File: src/rtl/core_lsu_queue.sv
// core_lsu_queue: in-order load/store request queue in front of a single-port memory.
// Requests are issued strictly FIFO from registered head outputs. Loads return data
// one cycle after completion. A sticky flag reports memory waits that exceed TIMEOUT.
module core_lsu_queue #(
    parameter int unsigned DATA_W  = 8,
    parameter int unsigned ADDR_W  = 12,
    parameter int unsigned DEPTH   = 4,
    parameter int unsigned TIMEOUT = 255
) (
    input  logic                         clk,
    input  logic                         reset,
    input  logic                         req_valid,
    input  logic                         req_is_st,
    input  logic [ADDR_W-1:0]            req_addr,
    input  logic [DATA_W-1:0]            req_wdata,
    output logic                         req_ready,
    output logic                         ld_resp_valid,
    output logic [DATA_W-1:0]            ld_resp_data,
    output logic [1:0]                   enable_M,
    output logic [ADDR_W-1:0]            addr_M,
    output logic [DATA_W-1:0]            wr_data_M,
    input  logic [DATA_W-1:0]            rd_data_M,
    input  logic                         ready_M,
    output logic                         idle,
    output logic [$clog2(DEPTH):0]       pending_lds,
    output logic                         timeout_err
);

    localparam int unsigned IDX_W  = $clog2(DEPTH);
    localparam int unsigned PTR_W  = IDX_W + 1;
    localparam int unsigned CNT_W  = IDX_W + 1;
    localparam int unsigned WAIT_W = (TIMEOUT < 2) ? 1 : $clog2(TIMEOUT + 1);

    typedef struct packed {
        logic              is_st;
        logic [ADDR_W-1:0] addr;
        logic [DATA_W-1:0] data;
    } entry_t;

    entry_t              r_mem [DEPTH];
    logic [PTR_W-1:0]    r_head;
    logic [PTR_W-1:0]    r_tail;
    logic [CNT_W-1:0]    r_pending;
    logic [WAIT_W-1:0]   r_wait;
    logic                r_timeout_err;
    logic                r_req_ready;
    logic                r_ld_resp_valid;
    logic [DATA_W-1:0]   r_ld_resp_data;
    logic [1:0]          r_enable_M;
    logic [ADDR_W-1:0]   r_addr_M;
    logic [DATA_W-1:0]   r_wr_data_M;
    logic                r_idle;

    logic                w_push;
    logic                w_pop;
    logic                w_ld_pop;
    logic [PTR_W-1:0]    w_head_nxt;
    logic [PTR_W-1:0]    w_tail_nxt;
    logic                w_empty_nxt;
    logic                w_full_nxt;
    entry_t              w_req_entry;
    entry_t              w_nxt_entry;
    logic [CNT_W-1:0]    w_pending_nxt;
    logic [WAIT_W-1:0]   w_wait_nxt;
    logic                w_err_nxt;

    // Next-state of pointers, counters and the entry to present after this edge
    always_comb begin
        w_push        = req_valid & r_req_ready;
        w_pop         = (r_enable_M != 2'b00) & ready_M;
        w_ld_pop      = w_pop & r_enable_M[0];
        w_head_nxt    = r_head + PTR_W'(w_pop);
        w_tail_nxt    = r_tail + PTR_W'(w_push);
        w_empty_nxt   = (w_head_nxt == w_tail_nxt);
        w_full_nxt    = (w_head_nxt[IDX_W-1:0] == w_tail_nxt[IDX_W-1:0]) &
                        (w_head_nxt[IDX_W] != w_tail_nxt[IDX_W]);
        w_req_entry   = '{is_st: req_is_st, addr: req_addr, data: req_wdata};
        // The new head is the slot being written this edge when the queue was empty
        // or held a single popped entry; bypass the array write in that case.
        if (w_push && (w_head_nxt[IDX_W-1:0] == r_tail[IDX_W-1:0])) begin
            w_nxt_entry = w_req_entry;
        end else begin
            w_nxt_entry = r_mem[w_head_nxt[IDX_W-1:0]];
        end
        w_pending_nxt = r_pending + CNT_W'(w_push & ~req_is_st) - CNT_W'(w_ld_pop);
        w_wait_nxt    = r_wait;
        if (w_pop) begin
            w_wait_nxt = '0;
        end else if ((r_enable_M != 2'b00) && (r_wait != '1)) begin
            w_wait_nxt = r_wait + WAIT_W'(1);
        end
        w_err_nxt     = r_timeout_err |
                        ((TIMEOUT != 0) && (w_wait_nxt == WAIT_W'(TIMEOUT)));
    end

    // Queue storage; contents are only meaningful between head and tail
    always_ff @(posedge clk) begin
        if (w_push) begin
            r_mem[r_tail[IDX_W-1:0]] <= w_req_entry;
        end
    end

    // Pointers, counters, status and registered memory/response outputs
    always_ff @(posedge clk or posedge reset) begin
        if (reset) begin
            r_head          <= '0;
            r_tail          <= '0;
            r_pending       <= '0;
            r_wait          <= '0;
            r_timeout_err   <= 1'b0;
            r_req_ready     <= 1'b1;
            r_ld_resp_valid <= 1'b0;
            r_ld_resp_data  <= '0;
            r_enable_M      <= 2'b00;
            r_addr_M        <= '0;
            r_wr_data_M     <= '0;
            r_idle          <= 1'b1;
        end else begin
            r_head          <= w_head_nxt;
            r_tail          <= w_tail_nxt;
            r_pending       <= w_pending_nxt;
            r_wait          <= w_wait_nxt;
            r_timeout_err   <= w_err_nxt;
            r_req_ready     <= ~w_full_nxt & ~w_err_nxt;
            r_ld_resp_valid <= w_ld_pop;
            r_idle          <= w_empty_nxt & ~w_ld_pop;
            if (w_ld_pop) begin
                r_ld_resp_data <= rd_data_M;
            end
            if (w_empty_nxt) begin
                r_enable_M <= 2'b00;
            end else begin
                r_enable_M  <= w_nxt_entry.is_st ? 2'b10 : 2'b01;
                r_addr_M    <= w_nxt_entry.addr;
                r_wr_data_M <= w_nxt_entry.data;
            end
        end
    end

    assign req_ready     = r_req_ready;
    assign ld_resp_valid = r_ld_resp_valid;
    assign ld_resp_data  = r_ld_resp_data;
    assign enable_M      = r_enable_M;
    assign addr_M        = r_addr_M;
    assign wr_data_M     = r_wr_data_M;
    assign idle          = r_idle;
    assign pending_lds   = r_pending;
    assign timeout_err   = r_timeout_err;

endmodule

File: config.mk
export PLATFORM = sky130hd
export DESIGN_NAME = core_lsu_queue
export DESIGN_NICKNAME = d
export VERILOG_FILES = /design/src/rtl/core_lsu_queue.sv
export SDC_FILE = /design/constraint.sdc
export NUM_CORES = 1
export LEC_CHECK = 0
export CAP_MARGIN = 20
export CORE_MARGIN = 3
export CORE_UTILIZATION = 49
export CTS_BUF_LIST = sky130_fd_sc_hd__clkbuf_16
export CTS_CLUSTER_SIZE = 16
export DETAILED_ROUTE_END_ITERATION = 10
export PLACE_DENSITY = 0.74
export SLEW_MARGIN = 25
export SYNTH_ARGS = -nofsm -noshare
export SYNTH_HDL_FRONTEND = slang
export SYNTH_SLANG_ARGS = --single-unit
File: constraint.sdc
create_clock -name clk -period 2.8 [get_ports clk]
set_input_delay 0.28 -clock clk [delete_from_list [all_inputs] [get_ports clk]]
set_output_delay 0.28 -clock clk [all_outputs]
set_load 0.005 [all_outputs]
### After elaboration in Yosys (flattened, before gate mapping)

Memories as Yosys holds them, arrays and structs flattened.
Index checks and enable logic that the tools add are counted.

* $add $sub $neg: 5
* eq/ne operators: 6
* mux-type cells: 7
* bitwise operators: 12
* reductions and logical operators: 3

Operator list (number)
* 2-to-1 mux 21 bit: 1
* 2-to-1 mux 8 bit: 2
* adder 8 x 1 -> 8 bit, second input constant: 1
* == test 8 bit, second input constant: 1
* != test 8 bit, second input constant: 1
* adder 3 x 1 -> 3 bit: 2
* bitwise AND 1 bit: 6
* == test 2 bit: 2
* 2-to-1 mux 2 bit: 2
* adder 3 bit: 1
* bitwise AND 1 x 3 -> 3 bit: 1
* == test 3 bit: 1
* inverter 1 bit: 3
* inverter 1 -> 3 bit: 1
* subtractor 3 x 1 -> 3 bit: 1
* logical AND 1 bit: 2
* 2-to-1 mux 1 bit: 2
* nonzero test 2 bit: 1
* != test 1 bit: 1
* OR 1 bit: 1

* flip-flop bits (word level): 51
* memory bits (writable): 84
* bits of input ports: 33
* output and inout port bits: 37
* logic and storage cells: 46
* memories kept: 1

Memories
* r_mem: words 4, bits a word 21, rd ports 1, clocked after Yosys merged registers in 0, wr ports 1, RTL line 40 `entry_t r_mem [DEPTH];`

### Longest topological paths before layout

* depth after elaboration: 8
* depth in mapped cells: 12
* depth with buffers taken out: 10

### Least setup slack after synthesis

No wires, ideal clock.

* path kind: reg2reg
* from: reg r_req_ready, in the netlist req_ready
* to: mem r_mem[1][0] (netlist name), enable pin
* setup time: 0.430 ns
* arrival: 2.251 ns
* required time: 2.370 ns
* slack: 0.119 ns
* cell stages (with the launch flop): 3
* path buffers: 0
* period minus slack after synthesis: 2.681 ns
* cell sequence: dfstp_2 > nand2_1 > nor3b_1

* word-level cells in the longest chain between the ends: 3

Ends and longest elaborated chain
* from (decl): RTL line 46 `logic r_req_ready;`
* from (signal assigned): RTL line 124 `r_req_ready <= ~w_full_nxt & ~w_err_nxt;`
* bitwise AND 1 bit: RTL line 69 `w_push = req_valid & r_req_ready;`
* 2-to-1 mux 1 bit: RTL line 98 `if (w_push) begin`
* 2-to-1 mux 1 bit (implied by the code): RTL line 99 `r_mem[r_tail[IDX_W-1:0]] <= w_req_entry;`
* to (decl): RTL line 40

No other way between the ends.

### Final worst setup path

* from: reg r_enable_M[0], in the netlist enable_M[0]
* to: reg r_addr_M[10], in the netlist addr_M[10]

* word-level cells in the longest chain between the ends: 6
* elaborated cells between the ends (all ways): 8
* those cells by class: add/sub (1); eq/ne (2); mux (1); bitwise (1); reduce/logical (2); memory (1)

Ends and longest elaborated chain
* from (decl): RTL line 49 `logic [1:0] r_enable_M;`
* from (signal assigned): RTL line 133 `r_enable_M <= w_nxt_entry.is_st ? 2'b10 : 2'b01;`
* nonzero test 2 bit *: RTL line 70 `w_pop = (r_enable_M != 2'b00) & ready_M;`
* bitwise AND 1 bit *: RTL line 70
* adder 3 x 1 -> 3 bit *: RTL line 72 `w_head_nxt = r_head + PTR_W'(w_pop);`
* net w_head_nxt[1]: RTL line 57 `logic [PTR_W-1:0] w_head_nxt;`
* parallel branches: the longest is 3 deep, another holds memory (4 x 21 bit)
* to (signal assigned): RTL line 134 `r_addr_M <= w_nxt_entry.addr;`
* to (decl): RTL line 50 `logic [ADDR_W-1:0] r_addr_M;`

Mark *: on every way through the listed nets, which the timed path passes.
A chain may end at the register's enable or synchronous reset.

==> qor.yml <==
outcome: "finished, final reports clean"
initial_core_util: 0.5147
cpPeakStageDelay_ns: 0.42
antenna_found_initial: 0
yosys_warnings: 0
clk_pin_slew_ns: 0.06
irDropWorstVdd_mv: 0.5206
rsz0062_at_grt: "false"
seq_area_frac_synth: 0.7028
layout-drive-gt1-share: 0.2116
ant_nets: 0
avgSynthCellArea_um2: 16.64
io_buffers: 69
yosysUniqueCellTypes: 40
cp_cell_sequence: "or2_1 > nand2_1 > inv_2 > ha_1 > ha_1 > xor2_1 > nor3_2 > buf_12 > mux2i_1 > a21oi_1"
ios: 70
nets: 459
grt_pass1_wl_mm: 16.68
routed_wl_mm: 10.33
path_class: "reg2reg"
drt_iter0_drc: 133
core_area_um2: 10510
die_h_um: 111.1
dr.pass1.iters: 4
cts_root_buf: "clkbuf_16"
yosysTopAreaCell: "edfxtp_1"
cts_hold_buf: 0
power.leakage_nw: 2.600
synthesis.area_um2: 5409
drcViolationCount: 0
arrival_ns: 2.91
worstSkewPairLatency_ns: 0.41
fmax_ghz: 0.3780
synth_top_family_by_area: "multiplexers"
yosysTopAreaCellShare: 0.4663
max_slew.worst_pin.slew_ns: 0.3961
async_flop_share: 0.3778
period_needed_ns: 2.645
dp_hpwl_mm: 6.753
hold_viol_final: 0
first_global_vias: 3208
grt_usage: 0.1757
final_area_um2: 6942
synth_compound_area_frac: 0.04395
synth_edf_count: 84
clockBufferDepth: 2
worstPathRequired_ns: 3.07
place_area_um2: 6397
antenna_cells: 0
powerDensity_nw_per_um2: 1236
maxSlewViolCount: 0
routed_via_density: 5.417
synthXorXnorAreaFrac: 0.01781
cts-buffers-inserted: 17
cpMostUsedCell: "ha_1"
fp.dieW_um: 111.1
muxShareOfSynthArea: 0.1448
wl_per_cell_um: 18.25
cts_sinks: 135
die_area_um2: 12340
ys_ff_latch: 135
rr_worst_depth: 10
cp-end-kind: "flop"
path_max_fanout: 18
areaGrowthSynthToFinish_pct: 28.34
start_kind: "flop"
yosys_most_used_dff: "edfxtp_1"
vias: 3066
synth_fa_ha_area_frac: 0.01989
synth_area_leaders: "edfxtp_1 47%, dfrtp_1 23%, mux4_2 8.7%"
skew_ns: 0.01315
timing.slew.headroom: 0.7325
cts_tree: "done"
cp_slowest_cell: "dfrtp_1"
synth_nets: 366
tns_ns: 0
finalSetupViolCount: 0
gp_congestion: 0.9136
maxCapViolations: 0
hp-class: "in2async"
timing.hold.ws_ns: 0.1474
htree_levels: 4
grt_max_degree: 29
netlist_instances: 325
floorplan.rows: 37
cts_resized: 0
grt-ovfl-total: 0
fin_crit_sh: 0.9447
synth-simple-area-share: 0.05043
post_cts_buffers: 0
## layer usage
layer  global-route usage  up-vias  share of wire  wire length (µm)
met1               0.2215     1529           0.41              4270
met4              0.07299        0          0.016               161
met5                    0        -              0                 0
met2               0.2949      103           0.52              5360
li1                     -     1421              -                 -
met3              0.04039       13          0.052               537
## cells in the mapped netlist, drive strengths merged (2+ instances only)
cell type,n
inv,10
nand3,3
edfxtp,84
xnor2,5
nor3,3
and3,3
mux2i,22
o21ai,2
a21oi,24
nor3b,2
or2,2
nor2,26
nand4,2
nand2,11
and2,2
dfrtp,49
xor2,6
mux2,8
clkbuf,8
mux4,21
a31oi,2
ha,7
dfstp,2
buf,7
## worst paths after layout
path,endpoint,slack [ns],start
setup / recovery,addr_M[10]$_DFFE_PP0P_,0.15,enable_M[0]$_DFF_PP0_
hold / removal,timeout_err$_DFF_PP0_,0.15,reset
setup reg to reg,addr_M[10]$_DFFE_PP0P_,0.15,enable_M[0]$_DFF_PP0_
hold reg to reg,req_ready$_DFF_PP1_,0.44,timeout_err$_DFF_PP0_
max in group asynchronous,addr_M[10]$_DFFE_PP0P_,2.02,reset
min in group clk,req_ready$_DFF_PP1_,0.44,timeout_err$_DFF_PP0_
## kinds of logic after synthesis
kind of cell             Yosys count
flip-flops                       135
AND/OR/NAND/NOR                   58
multiplexers                      51
AO/OA/AOI/OAI                     37
buffers and inverters             25
XOR/XNOR                          11
adder cells (fa/ha/maj)            8
## state kept, by name (all words and copies together) (netlist names)
| name | cells |
|---|---|
| r_mem | 84 |
| addr_M | 12 |
| ld_resp_data | 8 |
| r_wait | 8 |
| wr_data_M | 8 |
| pending_lds | 3 |
| r_head | 3 |
| r_tail | 3 |
| enable_M | 2 |
| idle | 1 |
| ld_resp_valid | 1 |
| req_ready | 1 |
| timeout_err | 1 |
## power breakdown
| part | switching, mW | internal, mW |
|---|---|---|
| Sequential | 0.284 | 2.76 |
| Clock | 0.797 | 1.20 |
| Combinational | 1.67 | 1.87 |
| Total | 2.75 | 5.83 |
## worst max-delay path: cells and delay by family (launching register included)
family | cells | cell delay (ns)
AND/OR/NAND/NOR | 3 | 0.72
adder cells (fa/ha/maj) | 2 | 0.52
flip-flops | 1 | 0.42
buffers and inverters | 2 | 0.31
multiplexers | 1 | 0.26
XOR/XNOR | 1 | 0.17
AO/OA/AOI/OAI | 1 | 0.12
## metrics by stage
stage	cells	utilization	power [mW]	setup slack, ns
after floorplan	325	-	5.257	0.1188
after CTS	566	0.6598	8.662	0.05756
after detailed placement	535	0.6088	6.618	0.1218
after global placement	535	0.6088	6.499	0.2337
final	566	0.6606	8.578	0.1548
after global routing	566	0.6606	9.135	0.04782
## cells in the final DEF, fill, tap and decap left out, drive strengths merged, types with 11 or more instances in the layout
| cell | n |
|---|---|
| clkdlybuf4s50 | 69 |
| dfrtp | 49 |
| mux2i | 22 |
| clkbuf | 17 |
| nand2 | 11 |
| a21oi | 24 |
| buf | 20 |
| nor2 | 26 |
| edfxtp | 84 |
| mux4 | 21 |
| inv | 11 |
## layout make-up
type / count / area [µm²]
sequential: 135 / 3801
fill: 743 / 3567
multi-input combinational: 165 / 1530
timing repair buffer: 89 / 865.8
clock buffer: 17 / 425.4
tap: 136 / 170.2
clock inverter: 14 / 111.4
inverter: 10 / 37.54
Power figures use the tool's default switching activity.
